**config.mk**
```make
export PLATFORM = sky130hd
export DESIGN_NAME = pe_mode_pipe
export DESIGN_NICKNAME = d
export VERILOG_FILES = /design/src/rtl/pe_mode_pipe.sv
export SDC_FILE = /design/constraint.sdc
export NUM_CORES = 1
export LEC_CHECK = 0
export ABC_AREA = 0
export CORE_MARGIN = 1
export CORE_UTILIZATION = 40
export CTS_CLUSTER_DIAMETER = 120
export CTS_CLUSTER_SIZE = 8
export DETAILED_ROUTE_END_ITERATION = 10
export PLACE_DENSITY = 0.69
export RECOVER_POWER = 100
export SETUP_SLACK_MARGIN = 0.5
export SLEW_MARGIN = 5
export SYNTH_ARGS = -nofsm -noshare
export SYNTH_HDL_FRONTEND = slang
export SYNTH_SLANG_ARGS = --single-unit
```
**constraint.sdc**
```tcl
create_clock -name clk -period 11.95 [get_ports clk]
set_input_delay 1.7925 -clock clk [delete_from_list [all_inputs] [get_ports clk]]
set_output_delay 1.7925 -clock clk [all_outputs]
set_load 0.005 [all_outputs]
```
**src/rtl/pe_mode_pipe.sv**
```systemverilog
// pe_mode_pipe: two-stage signed MAC PE, runtime IS/WS/OS dataflow, double-buffered stationary operand.
// Optional PE_SAT_EN: saturating stage-2 add and OS accumulate, plus a registered sat_hit pulse.
module pe_mode_pipe #(
  parameter int DATA_WIDTH = 16,
  parameter int PSUM_WIDTH = 32
) (
  input  logic                  clk,
  input  logic                  rst_n,
  input  logic [1:0]            mode,
  input  logic                  in_valid,
  input  logic [DATA_WIDTH-1:0] in_data,
  input  logic [DATA_WIDTH-1:0] w_data,
  input  logic [PSUM_WIDTH-1:0] psum_in,
  input  logic                  stat_load,
  input  logic                  stat_swap,
  input  logic                  os_drain,
  output logic [DATA_WIDTH-1:0] in_out,
  output logic [DATA_WIDTH-1:0] w_out,
  output logic [PSUM_WIDTH-1:0] psum_out,
  output logic                  out_valid
`ifdef PE_SAT_EN
  ,
  output logic                  sat_hit
`endif
);

  localparam int DW = DATA_WIDTH;
  localparam int PW = PSUM_WIDTH;

  typedef enum logic [1:0] {
    M_IS   = 2'b00,
    M_WS   = 2'b01,
    M_OS   = 2'b10,
    M_IDLE = 2'b11
  } mode_e;

  logic [DW-1:0]          shadow;
  logic [DW-1:0]          active;
  logic [PW-1:0]          acc;
  logic [PW-1:0]          p1;
  logic [PW-1:0]          s1;
  logic [1:0]             m1;
  logic                   v1;
  logic signed [DW-1:0]   op_a;
  logic signed [DW-1:0]   op_b;
  logic signed [2*DW-1:0] prod;
  logic                   issue;
  logic                   os_commit;
  logic [PW-1:0]          sum2;
  logic [PW-1:0]          sum_acc;
  logic [PW-1:0]          acc_next;

  assign issue = in_valid && (mode != M_IDLE);

  always_comb begin
    op_a = in_data;
    op_b = w_data;
    unique case (mode)
      M_IS:    op_a = active;
      M_WS:    op_b = active;
      default: ;
    endcase
  end

  assign prod = op_a * op_b;

`ifdef PE_SAT_EN
  localparam logic [PW-1:0] SAT_MAX = {1'b0, {(PW-1){1'b1}}};
  localparam logic [PW-1:0] SAT_MIN = {1'b1, {(PW-1){1'b0}}};

  logic [PW:0] wide2;
  logic [PW:0] wide_acc;
  logic        sat2;
  logic        sat_acc;
  logic        hit;

  always_comb begin
    wide2    = {s1[PW-1], s1} + {p1[PW-1], p1};
    wide_acc = {acc[PW-1], acc} + {p1[PW-1], p1};
    sat2     = wide2[PW] != wide2[PW-1];
    sat_acc  = wide_acc[PW] != wide_acc[PW-1];
    sum2     = wide2[PW-1:0];
    sum_acc  = wide_acc[PW-1:0];
    if (sat2)
      sum2 = wide2[PW] ? SAT_MIN : SAT_MAX;
    if (sat_acc)
      sum_acc = wide_acc[PW] ? SAT_MIN : SAT_MAX;
  end

  // A drain drops any same-cycle pass-through, so only the OS commit can flag.
  assign hit = os_drain ? (os_commit && sat_acc)
                        : (v1 && (os_commit ? sat_acc : sat2));

  always_ff @(posedge clk) begin
    if (!rst_n)
      sat_hit <= 1'b0;
    else
      sat_hit <= hit;
  end
`else
  assign sum2    = s1 + p1;
  assign sum_acc = acc + p1;
`endif

  assign os_commit = v1 && (m1 == M_OS);
  assign acc_next  = os_commit ? sum_acc : acc;

  always_ff @(posedge clk) begin
    if (!rst_n) begin
      in_out    <= '0;
      w_out     <= '0;
      shadow    <= '0;
      active    <= '0;
      acc       <= '0;
      p1        <= '0;
      s1        <= '0;
      m1        <= '0;
      v1        <= 1'b0;
      psum_out  <= '0;
      out_valid <= 1'b0;
    end else begin
      if (in_valid) begin
        in_out <= in_data;
        w_out  <= w_data;
      end
      if (stat_load)
        shadow <= (mode == M_IS) ? in_data : w_data;
      if (stat_swap)
        active <= shadow;
      v1 <= issue;
      if (issue) begin
        p1 <= PW'(prod);
        s1 <= psum_in;
        m1 <= mode;
      end
      acc <= os_drain ? '0 : acc_next;
      if (os_drain) begin
        psum_out  <= acc_next;
        out_valid <= 1'b1;
      end else begin
        out_valid <= v1;
        if (v1)
          psum_out <= os_commit ? s1 : sum2;
      end
    end
  end

endmodule

```
==> out/summary.json <==
{
  "clk_pin_slew_worst_paths_ns": 0.08,
  "post-route-min-period_ns": 10.81,
  "io_pins": 137,
  "critical_path_cell_with_the_highest_stage_delay": "sky130_fd_sc_hd__nor2_1",
  "synth.avg_cell_area_um2": 8.460,
  "multi_input_area_mm2": 0.01517,
  "achievable-frequency_mhz": 92.53,
  "place.detailed.hpwl_um": 45050,
  "globalRoute.totalOverflow": 0,
  "clock_tree.buffer_depth": 2,
  "die_h_um": 229.4,
  "drt-initial-drc-count": 1323,
  "run_status": "finished with violations",
  "fillerInstances": 4893,
  "timing.max_cap.violations": 6,
  "drt_pass1_iterations": 7,
  "synth_edf_count": 0,
  "fin_worst_skew_ns": 0.01184,
  "grt_start_max_net_pins": 86,
  "route.detailed.vias_per_inst": 5.349,
  "failed_checks": "capacitance limit, slew limit",
  "dpl_worst_slack_ns": 1.637,
  "cell_chosen_for_the_clock_root": "sky130_fd_sc_hd__clkbuf_16",
  "cp_slowest_stage_delay_ns": 1.46,
  "powerDensity_mw_per_mm2": 241.6,
  "antenna_found_initial": 0,
  "rd_place_congestion": 0.9673,
  "tritoncts_num_sinks": 196,
  "number_of_buffers_inserted_by_hold_repair_at_cts": 0,
  "vdd.ir_drop.worst_uv": 248.6,
  "total_leakage_power_nw": 10.84,
  "residual_drc_count": 0,
  "via_count_of_the_routed_design": 17200,
  "post_layout_nonfiller_instances": 3215,
  "synth-seq-area-share_pct": 18.97,
  "synth_flop_cell": "sky130_fd_sc_hd__dfxtp_1",
  "timing.max_slew.rel_slack_pct": -159.4,
  "worst_ep_required_time_ns": 12.35,
  "timing.final.max_slew_violations": 295,
  "dp_cell_count": 3183,
  "postLayoutSetupSlackWorst_ns": 1.142,
  "clock_insertion_delay_worst_skew_ns": 0.50,
  "postRouteAntennaNets": 0,
  "worst_hold_path_type": "reg2reg",
  "final_layout_net_count": 3010,
  "yosys-top-cells-area": "sky130_fd_sc_hd__fa_1, sky130_fd_sc_hd__dfxtp_1, sky130_fd_sc_hd__ha_1, sky130_fd_sc_hd__nand2_1, sky130_fd_sc_hd__inv_1",
  "ys_types": 75,
  "wirelength_um": 57800,
  "cts_setup_buffers": 0,
  "synthDominantCellAreaShare_pct": 25.55,
  "final_util_pct": 46.07,
  "final-hold-violation-count": 0,
  "unrepaired_setup_endpoints_after_global_routing": "no",
  "synth_top_cell_by_area": "sky130_fd_sc_hd__fa_1",
  "grt_first_pass_wirelength_um": 94230,
  "crit_path_start_kind": "input pin",
  "timing.setup.critical_path_class": "in2reg",
  "ys_warn_count": 0,
  "vias_in_the_first_global_route": 17840,
  "total_cts_buffers": 17,
  "critPathCaptureType": "flip-flop",
  "synth.ff_latch_count": 196,
  "syn-num-nets": 2925,
  "timing_worst_slew_pin_value_ns": 3.891,
  "timing.critical_path.fanout_max": 24,
  "fin_total_pwr_mw": 5.630,
  "die_width_um": 229.4,
  "cts_max_level": 4,
  "timing.critical_path.mode_cell": "sky130_fd_sc_hd__fa_1",
  "mappedNetlistArea_mm2": 0.02068,
  "finalCritPeriodShare_pct": 90.44,
  "wire_per_inst_um": 17.98,
  "port_buffers": 136,
  "setup_failing_eps_final": 0,
  "critPathTopFamily": "adder cells",
  "timing.critical_path.buf_inv": 6,
  "initial_cell_density_of_the_core_pct": 40.89,
  "global_route.usage.total_pct": 22.63,
  "areaGrowthSynthToFinish_pct": 12.66,
  "ys_async_sr_fraction_pct": 0,
  "cts_tree": "built",
  "placementRows": 82,
  "netlist_instances": 2445,
  "design.core.area_mm2": 0.05058,
  "final_sum_of_negative_setup_slack_ns": 0,
  "final_layout_size_suffix_gt1_share_pct": 4.170,
  "arrival_ns": 11.20,
  "layout.area.seq_mm2": 0.003924,
  "dieArea_mm2": 0.05262,
  "postCtsResizedCells": 0
}
==> flip-flops by register name, summed over array words and instances, names as in the netlist <==
signal     cells
v1             1
w_out         16
active        16
p1            32
psum_out      32
m1             2
out_valid      1
in_out        16
s1            32
acc           32
shadow        16
==> worst min-delay path, delay by kind of cell (launching register included) <==
family,cells,cell delay [ns]
AND/OR/NAND/NOR,1,0.06
flip-flops,1,0.33
AO/OA/AOI/OAI,1,0.05
==> Yosys cell counts (43+ instances only) <==
cell,instances
sky130_fd_sc_hd__clkbuf_1,85
sky130_fd_sc_hd__fa_1,264
sky130_fd_sc_hd__a21o_1,43
sky130_fd_sc_hd__nand2_1,327
sky130_fd_sc_hd__a21oi_1,172
sky130_fd_sc_hd__xnor2_1,55
sky130_fd_sc_hd__inv_1,316
sky130_fd_sc_hd__o21ai_0,74
sky130_fd_sc_hd__nor2_1,297
sky130_fd_sc_hd__mux2i_1,93
sky130_fd_sc_hd__dfxtp_1,196
sky130_fd_sc_hd__ha_1,144
==> worst paths after layout <==
kind,startpoint,end,slack [ns],cells after the start
min,s1[0],s1[0],0.48,2
max reg2reg,active[15],p1[29],4.81,22
max,mode[1],p1[29],1.14,26
min reg2reg,s1[0],s1[0],0.48,2
==> metrics by stage <==
step / cell area [um^2] / hold slack [ns]
3_5_place_dp: 22740 / 0.4753
3_3_place_gp: 22740 / 0.4681
5_1_grt: 23300 / 0.5116
2_1_floorplan: 20680 / 0.4487
6_report: 23300 / 0.4798
4_1_cts: 23350 / 0.4864
==> layer usage <==
metal | vias up | part of all wire [%] | GRT usage (%)
li1 | 8179 | - | -
met1 | 8355 | 46 | 30.20
met2 | 573 | 46 | 37.19
met3 | 89 | 5.7 | 3.673
met4 | 0 | 2.5 | 7.458
met5 | - | 0 | 0
==> logic make-up after synthesis <==
logic type | share of synthesized area (%)
compound gates | 14.46
fa+ha+maj | 34.26
buf+inv | 7.604
xor+xnor | 3.472
mux | 5.971
simple gates | 15.26
flops | 18.97
==> final cells by class <==
cell class,instances,area share (%)
Sequential cell,196,16.84
Clock inverter,12,0.7034
Multi-Input combinational cell,1831,65.10
Timing Repair Buffer,165,6.653
Inverter,319,5.144
Antenna cell,1,0.01074
Clock buffer,19,1.944
Tap cell,672,3.608
==> report_power, final <==
group / leakage, nW / internal, mW / switching, mW / total [mW]
sequential: 1.60 / 0.715 / 0.0535 / 0.768
combinational: 8.94 / 1.90 / 2.34 / 4.24
clock: 0.294 / 0.327 / 0.300 / 0.627
==> placed cells by master (no fill, tap or decap), types with 8 or more instances in the layout <==
cell type / netlist / routed
sky130_fd_sc_hd__nor3_1: 13 / 13
sky130_fd_sc_hd__or3_1: 9 / 9
sky130_fd_sc_hd__nand3_1: 19 / 19
sky130_fd_sc_hd__fa_1: 264 / 264
sky130_fd_sc_hd__mux2i_1: 93 / 93
sky130_fd_sc_hd__o21ai_0: 74 / 77
sky130_fd_sc_hd__nor2_1: 297 / 295
sky130_fd_sc_hd__a311oi_1: 21 / 21
sky130_fd_sc_hd__xnor2_1: 55 / 55
sky130_fd_sc_hd__a31oi_1: 15 / 15
sky130_fd_sc_hd__o21a_1: 12 / 12
sky130_fd_sc_hd__dlygate4sd3_1: 0 / 67
sky130_fd_sc_hd__o21bai_1: 11 / 11
sky130_fd_sc_hd__o31ai_1: 8 / 8
sky130_fd_sc_hd__ha_1: 144 / 144
sky130_fd_sc_hd__mux2_2: 27 / 27
sky130_fd_sc_hd__clkbuf_16: 0 / 17
sky130_fd_sc_hd__a21o_1: 43 / 43
sky130_fd_sc_hd__xor2_1: 27 / 27
sky130_fd_sc_hd__nand2_1: 327 / 326
sky130_fd_sc_hd__inv_1: 316 / 315
sky130_fd_sc_hd__dfxtp_1: 196 / 196
sky130_fd_sc_hd__clkdlybuf4s50_1: 0 / 67
sky130_fd_sc_hd__and3_1: 17 / 18
sky130_fd_sc_hd__nor2b_1: 16 / 16
sky130_fd_sc_hd__o211ai_1: 16 / 18
sky130_fd_sc_hd__a21oi_1: 172 / 172
sky130_fd_sc_hd__nand2b_1: 17 / 17
sky130_fd_sc_hd__buf_4: 0 / 24
sky130_fd_sc_hd__a211oi_1: 21 / 21
Power figures use the tool's default switching activity.
